<file path="src/rtl/uart_rx_pkg.sv">
// Shared definitions for the UART receive path.
//   rx_state_e  : frame-position FSM encoding (IDLE must be 0)
//   PAR_EVEN/ODD: meaning of the PAR_TYP configuration bit
//   frame_cfg_t : per-frame configuration latched at frame start
package uart_rx_pkg;

   localparam int DEF_DATA_WIDTH = 8;

   localparam logic PAR_EVEN = 1'b0;
   localparam logic PAR_ODD  = 1'b1;

   typedef enum logic [2:0] {
      ST_IDLE   = 3'd0,
      ST_START  = 3'd1,
      ST_DATA   = 3'd2,
      ST_PARITY = 3'd3,
      ST_STOP   = 3'd4
   } rx_state_e;

   typedef struct packed {
      logic par_en;
      logic par_typ;
      logic stop_2;
   } frame_cfg_t;

endpackage

</file>
<file path="src/rtl/uart_rx_err_counter.sv">
// Saturating event counter with clear priority.
//   clk, rst : clock, synchronous active-high reset
//   clr      : clears the count; wins over a coincident inc
//   inc      : count one event (ignored once the count is all-ones)
//   cnt      : current count
module uart_rx_err_counter #(
   parameter int WIDTH = 8
) (
   input  logic             clk,
   input  logic             rst,
   input  logic             clr,
   input  logic             inc,
   output logic [WIDTH-1:0] cnt
);

   always_ff @(posedge clk) begin
      if (rst || clr)
         cnt <= '0;
      else if (inc && (cnt != {WIDTH{1'b1}}))
         cnt <= cnt + 1'b1;
   end

endmodule

</file>
<file path="src/rtl/uart_rx_frame_check.sv">
// UART receive-frame checker: tracks the frame position from mid-bit
// samples, deserialises the data field LSB-first and checks start, parity
// and stop bits.
//   CLK, RST            : clock, synchronous active-high reset
//   frame_start         : falling edge seen on RX, start bit begins
//   bit_valid           : sampled_bit holds the current bit value
//   PAR_EN/PAR_TYP/STOP_2 : frame format, latched at frame start
//   clr_err_cnt         : clears err_cnt
//   P_DATA              : last completed frame's data (bit 0 = first bit)
//   data_valid          : pulse, error-free frame on P_DATA
//   frame_done          : pulse, any frame completed
//   strt_glitch         : pulse, start bit sampled high, frame aborted
//   par_err / stp_err   : pulses alongside frame_done
//   busy                : FSM not idle
//   err_cnt             : saturating count of errored frames
module uart_rx_frame_check
   import uart_rx_pkg::*;
#(
   parameter int DATA_WIDTH    = DEF_DATA_WIDTH,
   parameter int ERR_CNT_WIDTH = 8
) (
   input  logic                     CLK,
   input  logic                     RST,
   input  logic                     frame_start,
   input  logic                     bit_valid,
   input  logic                     sampled_bit,
   input  logic                     PAR_EN,
   input  logic                     PAR_TYP,
   input  logic                     STOP_2,
   input  logic                     clr_err_cnt,
   output logic [DATA_WIDTH-1:0]    P_DATA,
   output logic                     data_valid,
   output logic                     frame_done,
   output logic                     strt_glitch,
   output logic                     par_err,
   output logic                     stp_err,
   output logic                     busy,
   output logic [ERR_CNT_WIDTH-1:0] err_cnt
);

   localparam int CNT_W = $clog2(DATA_WIDTH);

   rx_state_e             state, state_nxt;
   frame_cfg_t            cfg;
   logic [DATA_WIDTH-1:0] shift_q;
   logic [CNT_W-1:0]      bit_cnt;
   logic                  stop_cnt;
   logic                  par_flag, stp_flag;

   logic cfg_load, shift_en, frame_end, glitch_ev;
   logic par_mismatch, stp_final, err_inc;

   // Parity is checked against the fully shifted data field.
   assign par_mismatch = sampled_bit != ((^shift_q) ^ (cfg.par_typ == PAR_ODD));
   // Stop flag including the bit being sampled now, so the final stop bit
   // is reflected in the same cycle the frame ends.
   assign stp_final    = stp_flag | ~sampled_bit;
   // One increment per errored frame, however many checks failed.
   assign err_inc      = glitch_ev | (frame_end & (par_flag | stp_final));

   always_ff @(posedge CLK) begin
      if (RST) state <= ST_IDLE;
      else     state <= state_nxt;
   end

   always_comb begin
      state_nxt = state;
      cfg_load  = 1'b0;
      shift_en  = 1'b0;
      frame_end = 1'b0;
      glitch_ev = 1'b0;
      case (state)
         ST_IDLE: begin
            // bit_valid here is ignored, even alongside frame_start
            if (frame_start) begin
               state_nxt = ST_START;
               cfg_load  = 1'b1;
            end
         end
         ST_START: begin
            if (bit_valid) begin
               if (sampled_bit) begin
                  glitch_ev = 1'b1;
                  state_nxt = ST_IDLE;
               end else begin
                  state_nxt = ST_DATA;
               end
            end
         end
         ST_DATA: begin
            if (bit_valid) begin
               shift_en = 1'b1;
               if (bit_cnt == CNT_W'(DATA_WIDTH-1))
                  state_nxt = cfg.par_en ? ST_PARITY : ST_STOP;
            end
         end
         ST_PARITY: begin
            if (bit_valid) state_nxt = ST_STOP;
         end
         ST_STOP: begin
            if (bit_valid && (!cfg.stop_2 || stop_cnt)) begin
               frame_end = 1'b1;
               state_nxt = ST_IDLE;
            end
         end
         default: state_nxt = ST_IDLE;
      endcase
   end

   always_ff @(posedge CLK) begin
      if (RST) begin
         cfg         <= '0;
         shift_q     <= '0;
         bit_cnt     <= '0;
         stop_cnt    <= 1'b0;
         par_flag    <= 1'b0;
         stp_flag    <= 1'b0;
         P_DATA      <= '0;
         data_valid  <= 1'b0;
         frame_done  <= 1'b0;
         strt_glitch <= 1'b0;
         par_err     <= 1'b0;
         stp_err     <= 1'b0;
         busy        <= 1'b0;
      end else begin
         strt_glitch <= glitch_ev;
         frame_done  <= frame_end;
         par_err     <= frame_end & par_flag;
         stp_err     <= frame_end & stp_final;
         data_valid  <= frame_end & ~(par_flag | stp_final);
         busy        <= (state_nxt != ST_IDLE);

         if (cfg_load) begin
            cfg      <= {PAR_EN, PAR_TYP, STOP_2};
            par_flag <= 1'b0;
            stp_flag <= 1'b0;
            stop_cnt <= 1'b0;
         end
         if (state == ST_START)
            bit_cnt <= '0;
         if (shift_en) begin
            // MSB-end insertion leaves the first received bit at bit 0
            shift_q <= {sampled_bit, shift_q[DATA_WIDTH-1:1]};
            bit_cnt <= bit_cnt + 1'b1;
         end
         if (state == ST_PARITY && bit_valid) begin
            if (par_mismatch) par_flag <= 1'b1;
            stop_cnt <= 1'b0;
         end
         if (state == ST_STOP && bit_valid) begin
            if (!sampled_bit) stp_flag <= 1'b1;
            stop_cnt <= 1'b1;
         end
         // Errored frames still update P_DATA; glitches never do.
         if (frame_end)
            P_DATA <= shift_q;
      end
   end

   uart_rx_err_counter #(.WIDTH(ERR_CNT_WIDTH)) u_err_cnt (
      .clk (CLK),
      .rst (RST),
      .clr (clr_err_cnt),
      .inc (err_inc),
      .cnt (err_cnt)
   );

endmodule

</file>
<file path="config.mk">
export PLATFORM = sky130hd
export DESIGN_NAME = uart_rx_frame_check
export DESIGN_NICKNAME = d
export VERILOG_FILES = /design/src/rtl/uart_rx_pkg.sv /design/src/rtl/uart_rx_err_counter.sv /design/src/rtl/uart_rx_frame_check.sv
export SDC_FILE = /design/constraint.sdc
export NUM_CORES = 1
export LEC_CHECK = 0
export BUFFER_PORTS_ARGS = -buffer_cell sky130_fd_sc_hd__buf_2
export CAP_MARGIN = 20
export CORE_MARGIN = 8
export CORE_UTILIZATION = 55
export DETAILED_ROUTE_END_ITERATION = 7
export MAX_ROUTING_LAYER = met4
export PLACE_DENSITY = 0.78
export SYNTH_ARGS = -nofsm -noshare
export SYNTH_HDL_FRONTEND = slang
export SYNTH_HIERARCHICAL = 1
export SYNTH_SLANG_ARGS = --single-unit
</file>
<file path="constraint.sdc">
create_clock -name CLK -period 2.45 [get_ports CLK]
set_clock_uncertainty 0.2 [all_clocks]
set_input_delay 0.245 -clock CLK [delete_from_list [all_inputs] [get_ports CLK]]
set_output_delay 0.245 -clock CLK [all_outputs]
set_load 0.01 [all_outputs]
</file>
==> results_dict.tcl, run 1 <==
set metrics [dict create \
    status "finished, final reports clean" \
    dp_hpwl_um 2786 \
    max_cap_violations 0 \
    worst_path_max_delay_cell "dfxtp_2" \
    required_ns 2.53 \
    p_leak_uw 0.0008970 \
    area_growth_pct 16.31 \
    crit_fanout 14 \
    htree_levels 2 \
    fp.dieH_um 74.94 \
    first_iter_violations 114 \
    die_w_um 74.94 \
    period_minus_slack_ns 2.151 \
    arrival_ns 2.23 \
    maxSlewViolCount 0 \
    final_cell_mix "dfxtp_1, nand2_1, buf_2" \
    wl_um 4038 \
    syn_nets 233 \
    detail_route.wl_per_cell_um 13.37 \
    grt_pass1_vias 1481 \
    clk_path_buf_depth 2 \
    via_per_inst 5.457 \
    critPathCaptureType "register" \
    postCtsSetupBuffers 0 \
    cts_root_buf "clkbuf_4" \
    grt_max_degree 36 \
    antenna_found_initial 0 \
    fin_nets 267 \
    total_power_uw 1213 \
    slowest_delay_ns 0.49 \
    cp-start-kind "register" \
    num_vias 1648 \
    nFillCells 270 \
    crit_type "register to register" \
    cts_inserted_buffers 5 \
    slew_headroom_pct 57.79 \
    grt-ovfl-total 0 \
    critical_path.cell_chain "nand2b_1 -> nor2_1 -> nand3_1 -> o21ai_1 -> and4_1 -> a21boi_0 -> mux2i_1" \
    drcViolationCount 0 \
    worst_pin_slew_ns 0.6304 \
    diodes 0 \
    ios 31 \
    clk_latency_ns 0.35 \
    hold_ws_ns 0.1055 \
    synth_warnings 6 \
    finalCritPeriodShare_pct 87.80 \
    netlist_instances 221 \
    num_rows 21 \
    timing.setup.tns_ns 0 \
    grt_setup_unrepaired "false" \
    path_clk_slew_ns 0.11 \
    setup_slack_ns 0.2989 \
    die_area_um2 5616 \
    syn_area_um2 1911 \
    hold_violations 0 \
    fmaxAchievable_mhz 464.9 \
    postSynthAreaPerCell_um2 8.645 \
    grt_usage_pct 15.72 \
    place_congestion 0.9203 \
    place_ws_ns 0.1915 \
    grt_pass1_wl_um 6686 \
    drtAntennaViolNets 0 \
    drive_gt1_share_pct 19.92 \
    first_pass_iters 6 \
    tritoncts "done" \
    synthDistinctLibCells 51 \
    coreArea_um2 3337 \
    pwr_density_cell_nw_per_um2 545.9 \
    min_path_type "input pin to register" \
    cts_sinks 42 \
    ir_worst_vdd_v 0.0003353 \
    synth-seq-area-share_pct 44.01 \
    port_buffers 30 \
    start_util_pct 57.26 \
    final_common_cell "dfxtp_1" \
    synth-seq-cells 42 \
    final-setup-viol-count 0 \
]
-- what timing repair did --
action | in CTS | in global routing
gates resized for setup | 0 | 1
hold buffers | 5 | 0
endpoints found under the hold margin | 5 | 0
endpoints found under the setup margin | 0 | 2
-- worst paths after layout --
| check | slack (ns) | endpoint | start | cells after the start |
|---|---|---|---|---|
| worst max-delay path | 0.30 | u_err_cnt/cnt[3] | state[0] | 7 |
| worst max register to register | 0.30 | u_err_cnt/cnt[3] | state[0] | 7 |
| worst min register to register | 0.26 | P_DATA[3] | P_DATA[3] | 2 |
| worst min-delay path | 0.11 | strt_glitch | bit_valid | 3 |
-- stage by stage --
step | instance area [um^2] | instances | utilization, %
5_1_grt | 2222 | 302 | 66.59
6_report | 2222 | 302 | 66.59
2_1_floorplan | 1911 | 221 | -
3_5_place_dp | 2092 | 289 | 62.69
4_1_cts | 2221 | 302 | 66.55
3_3_place_gp | 2092 | 289 | 62.69
-- report_power, final --
part	switching (uW)	internal [uW]
registers	8.00	690
clock network	221	215
logic	44.8	34.7
total	273	940
-- synthesized netlist by cell type (all sizes together) --
library cell,count,area share (%)
ha,3,2.0
o2111ai,1,0.46
inv,3,0.59
or3,4,1.4
nor4b,1,1.2
a21o,1,0.39
a22oi,3,1.2
o21ai,4,1.2
nor2b,1,0.33
clkbuf,3,0.59
nand2,34,6.8
a21boi,2,0.98
nor3,1,0.26
xnor3,1,1.2
or4,1,0.39
a311oi,1,0.46
dfxtp,42,44
o22ai,1,0.33
o21a,1,0.39
nand4bb,1,0.59
a31oi,3,0.98
xnor2,6,2.8
buf,10,2.8
and3b,2,0.92
nand3,12,3.1
a2bb2oi,1,0.46
or4b,1,0.52
nand2b,6,2.0
nand4,2,0.65
o31a,1,0.46
nand3b,3,1.2
and4,2,0.98
mux2i,7,3.7
and3,3,0.98
o211ai,1,0.39
and4bb,1,0.65
and2,3,1.0
a21oi,27,7.1
nand4b,1,0.46
nor4,1,0.33
nor2,19,3.9
-- critical path, delay by kind of cell (launching register included) --
kind	cells	cell delay, ns
multiplexers	1	0.20
AND/OR/NAND/NOR	4	0.76
flip-flops	1	0.49
AO/OA/AOI/OAI	2	0.45
-- layout make-up --
cell class	instances	area [um^2]	area share (%)
clock buffers	6	41.29	1.858
clock inverters	2	37.54	1.689
inverters	3	11.26	0.5068
multi-input cells	163	994.7	44.76
flip-flops and latches	42	842.1	37.89
well taps	46	57.56	2.590
repair buffers	40	237.7	10.70
-- registers in the layout, summed over array words and instances (netlist names) --
signal	flops
cfg	3
frame_done	1
P_DATA	8
strt_glitch	1
busy	1
data_valid	1
stop_cnt	1
u_err_cnt/cnt	8
state	3
shift_q	8
par_flag	1
stp_flag	1
stp_err	1
bit_cnt	3
par_err	1
-- cell families (layout without fill, tap and decap cells) --
family                     after synthesis  in the layout  share of synthesized area [%]
AOI/OAI and AO/OA                       47             47                          14.80
DFF                                     42             42                          44.01
xor gates and xnor gates                 7              7                          3.929
and+or+nand+nor                         99             99                          27.70
muxes                                    7              7                          3.667
adders and majority gates                3              3                          1.965
buffers and inverters                   16             51                          3.929
-- metal layers --
layer	vias up	global-route usage [%]	share of wire, %
met5	-	-	0
met4	0	5.870	1.7
met3	11	4.927	7.5
met2	53	23.90	45
met1	736	18.95	46
li1	848	-	-
No activity file was read; power rests on OpenSTA's default activity.
==> run 2, diff against run 1 <==
--- a/config.mk
+++ b/config.mk
@@ -5,13 +5,14 @@
 export SDC_FILE = /design/constraint.sdc
 export NUM_CORES = 1
 export LEC_CHECK = 0
+export ABC_AREA = 1
 export BUFFER_PORTS_ARGS = -buffer_cell sky130_fd_sc_hd__buf_2
 export CAP_MARGIN = 20
 export CORE_MARGIN = 8
-export CORE_UTILIZATION = 55
+export CORE_UTILIZATION = 56
 export DETAILED_ROUTE_END_ITERATION = 7
 export MAX_ROUTING_LAYER = met4
-export PLACE_DENSITY = 0.78
+export PLACE_DENSITY = 0.79
 export SYNTH_ARGS = -nofsm -noshare
 export SYNTH_HDL_FRONTEND = slang
 export SYNTH_HIERARCHICAL = 1
==> run 2 against run 1 <==
Net effect:
- die area is 4.1% higher
- sequential cell count unchanged
- routed wire length shrank 0.20%
- fmax is 0.71% lower
- non-clock buffer count is 5 lower
- highest routed layer unchanged
- worst hold slack got worse by 0.066 ns
- via count up 7.1%
- critical endpoint is now u_err_cnt/cnt[4]
- global-route usage decreased by 0.53 points
==> results_dict.tcl, run 2 <==
set metrics [dict create \
    place_ws_ns 0.3260 \
    largest_registers "P_DATA x8, shift_q x8, u_err_cnt/cnt x8" \
    arrival_ns 2.22 \
    min_path_type "input pin to register" \
    grt-ovfl-total 0 \
    die_w_um 76.46 \
    period_minus_slack_ns 2.167 \
    num_vias 1765 \
    synth_warnings 6 \
    maxSlewViolCount 0 \
    synth_area_leaders "dfxtp_1, nand2_1, inv_1" \
    ios 31 \
    worst_pin_slew_ns 0.6273 \
    finalCritPeriodShare_pct 88.43 \
    wl_um 4030 \
    synth_edf_count 0 \
    grt_max_degree 24 \
    yosys.area.top_type "dfxtp_1" \
    synth-seq-cells 42 \
    ys.flop_type "dfxtp_1" \
    required_ns 2.51 \
    p_leak_uw 0.001072 \
    p_comb_share_pct 7.2 \
    crit_fanout 18 \
    diodes 0 \
    status "finished, final reports clean" \
    antenna_found_initial 0 \
    slew_headroom_pct 58.14 \
    syn_nets 283 \
    synth-async-reset-ratio_pct 0 \
    synthTopCellsByCount "nand2_1, dfxtp_1, inv_1" \
    final_common_cell "nand2_1" \
    place_congestion 0.8616 \
    drtAntennaViolNets 0 \
    synth_top_area_share_pct 41.08 \
    cp-start-kind "register" \
    crit_type "register to register" \
    fin_nets 318 \
    area_growth_pct 12.22 \
    grt_setup_unrepaired "false" \
    tritoncts "done" \
    setup_slack_ns 0.2834 \
    timing.setup.tns_ns 0 \
    p_int_uw 860.5 \
    via_per_inst 4.972 \
    critPathCaptureType "register" \
    synth-seq-area-share_pct 41.08 \
    drive_gt1_share_pct 24.10 \
    cts_sinks 42 \
    coreArea_um2 3578 \
    reg2reg_depth 10 \
    switchingPower_uw 272.8 \
    clkPwrFrac_pct 31.3 \
    num_rows 22 \
    hold_depth 2 \
    path_clk_slew_ns 0.12 \
    cts_root_buf "clkbuf_4" \
    port_buffers 30 \
    htree_levels 2 \
    first_pass_iters 4 \
    grt_pass1_vias 1677 \
    postSynthAreaPerCell_um2 7.553 \
    synthDistinctLibCells 32 \
    drcViolationCount 0 \
    final-setup-viol-count 0 \
    p_seq_share_pct 61.5 \
    fp.dieH_um 76.46 \
    die_area_um2 5846 \
    start_util_pct 57.20 \
    grt_pass1_wl_um 7182 \
    cts_inserted_buffers 5 \
    detail_route.wl_per_cell_um 11.35 \
    final_cell_mix "nand2_1, dfxtp_1, inv_1, buf_2, nor2_1" \
    ir_worst_vdd_v 0.0003611 \
    max_cap_violations 0 \
    first_iter_violations 101 \
    hold_violations 0 \
    clk_latency_ns 0.35 \
    swShare_pct 24.07 \
    nFillCells 333 \
    pwr_density_cell_nw_per_um2 493.4 \
    grt_usage_pct 15.20 \
    cts-resized-gates 0 \
    netlist_instances 271 \
    clk_path_buf_depth 2 \
    dp_hpwl_um 2994 \
    hold_ws_ns 0.03909 \
    syn_area_um2 2047 \
    synth.most_common_cell "nand2_1" \
    fmaxAchievable_mhz 461.6 \
]
==> run 2: stage by stage <==
step	total power, uW	area, um^2	util (%)	cells
final	1133	2297	64.20	355
after global routing	1190	2297	64.20	355
after CTS	1152	2297	64.20	355
after detailed placement	788.4	2197	61.40	343
after global placement	787.0	2197	61.40	343
after floorplan	765.9	2047	-	271
==> run 2: final cells by class <==
type	instances	area (um^2)	share of cell area, %
clock buffer	7	55.05	2.397
clock inverter	1	5.005	0.2179
sequential	42	840.8	36.60
tap	48	60.06	2.614
timing repair buffer	35	197.7	8.606
multi-input combinational	182	988.4	43.03
inverter	40	150.1	6.536
==> run 2: logic make-up after synthesis <==
kind of cell               after synthesis  share of synthesized area, %
DFF                                     42                         41.08
and+or+nand+nor                        121                         28.73
AOI/OAI and AO/OA                       56                         16.87
xor gates and xnor gates                 2                        0.8559
adders and majority gates                3                         1.834
buffers and inverters                   47                         10.64
==> run 2: per-layer routing <==
metal / part of all wire, % / track usage (%)
met1: 45 / 15.63
met2: 49 / 26.65
met3: 4.5 / 5.071
met4: 1.4 / 4.808
met5: 0 / -
==> run 2: path summary, 6_finish.rpt <==
check / start / endpoint / slack (ns)
setup reg to reg: state[1] / u_err_cnt/cnt[4] / 0.28
hold reg to reg: bit_cnt[0] / bit_cnt[0] / 0.28
setup / recovery: state[1] / u_err_cnt/cnt[4] / 0.28
hold / removal: RST / par_err / 0.04
==> run 2: timing repair <==
item                      in CTS  in global routing
hold endpoints to repair       4                  0
hold buffers                   4                  0
setup buffers                  0                  0
==> run 2: power groups by stage <==
| stage | clock, uW | sequential [uW] | combinational [uW] |
|---|---|---|---|
| after floorplan | 0 | 713 | 53.4 |
| after global placement | 0 | 712 | 74.6 |
| after detailed placement | 0 | 712 | 75.9 |
| after CTS | 374 | 697 | 81.0 |
| after global routing | 399 | 699 | 92.1 |
| final | 355 | 697 | 81.4 |
==> run 2: worst max-delay path: stages, from the launching register on <==
cell and delay (ns):
dfxtp_1 0.39, nor2_2 0.19, nand2_2 0.12, nor2_8 0.24, inv_2 0.08, o32ai_1 0.24, nand2_1 0.16, nor3_1 0.23
nand3_1 0.10, nand2_1 0.08, nor2_1 0.04
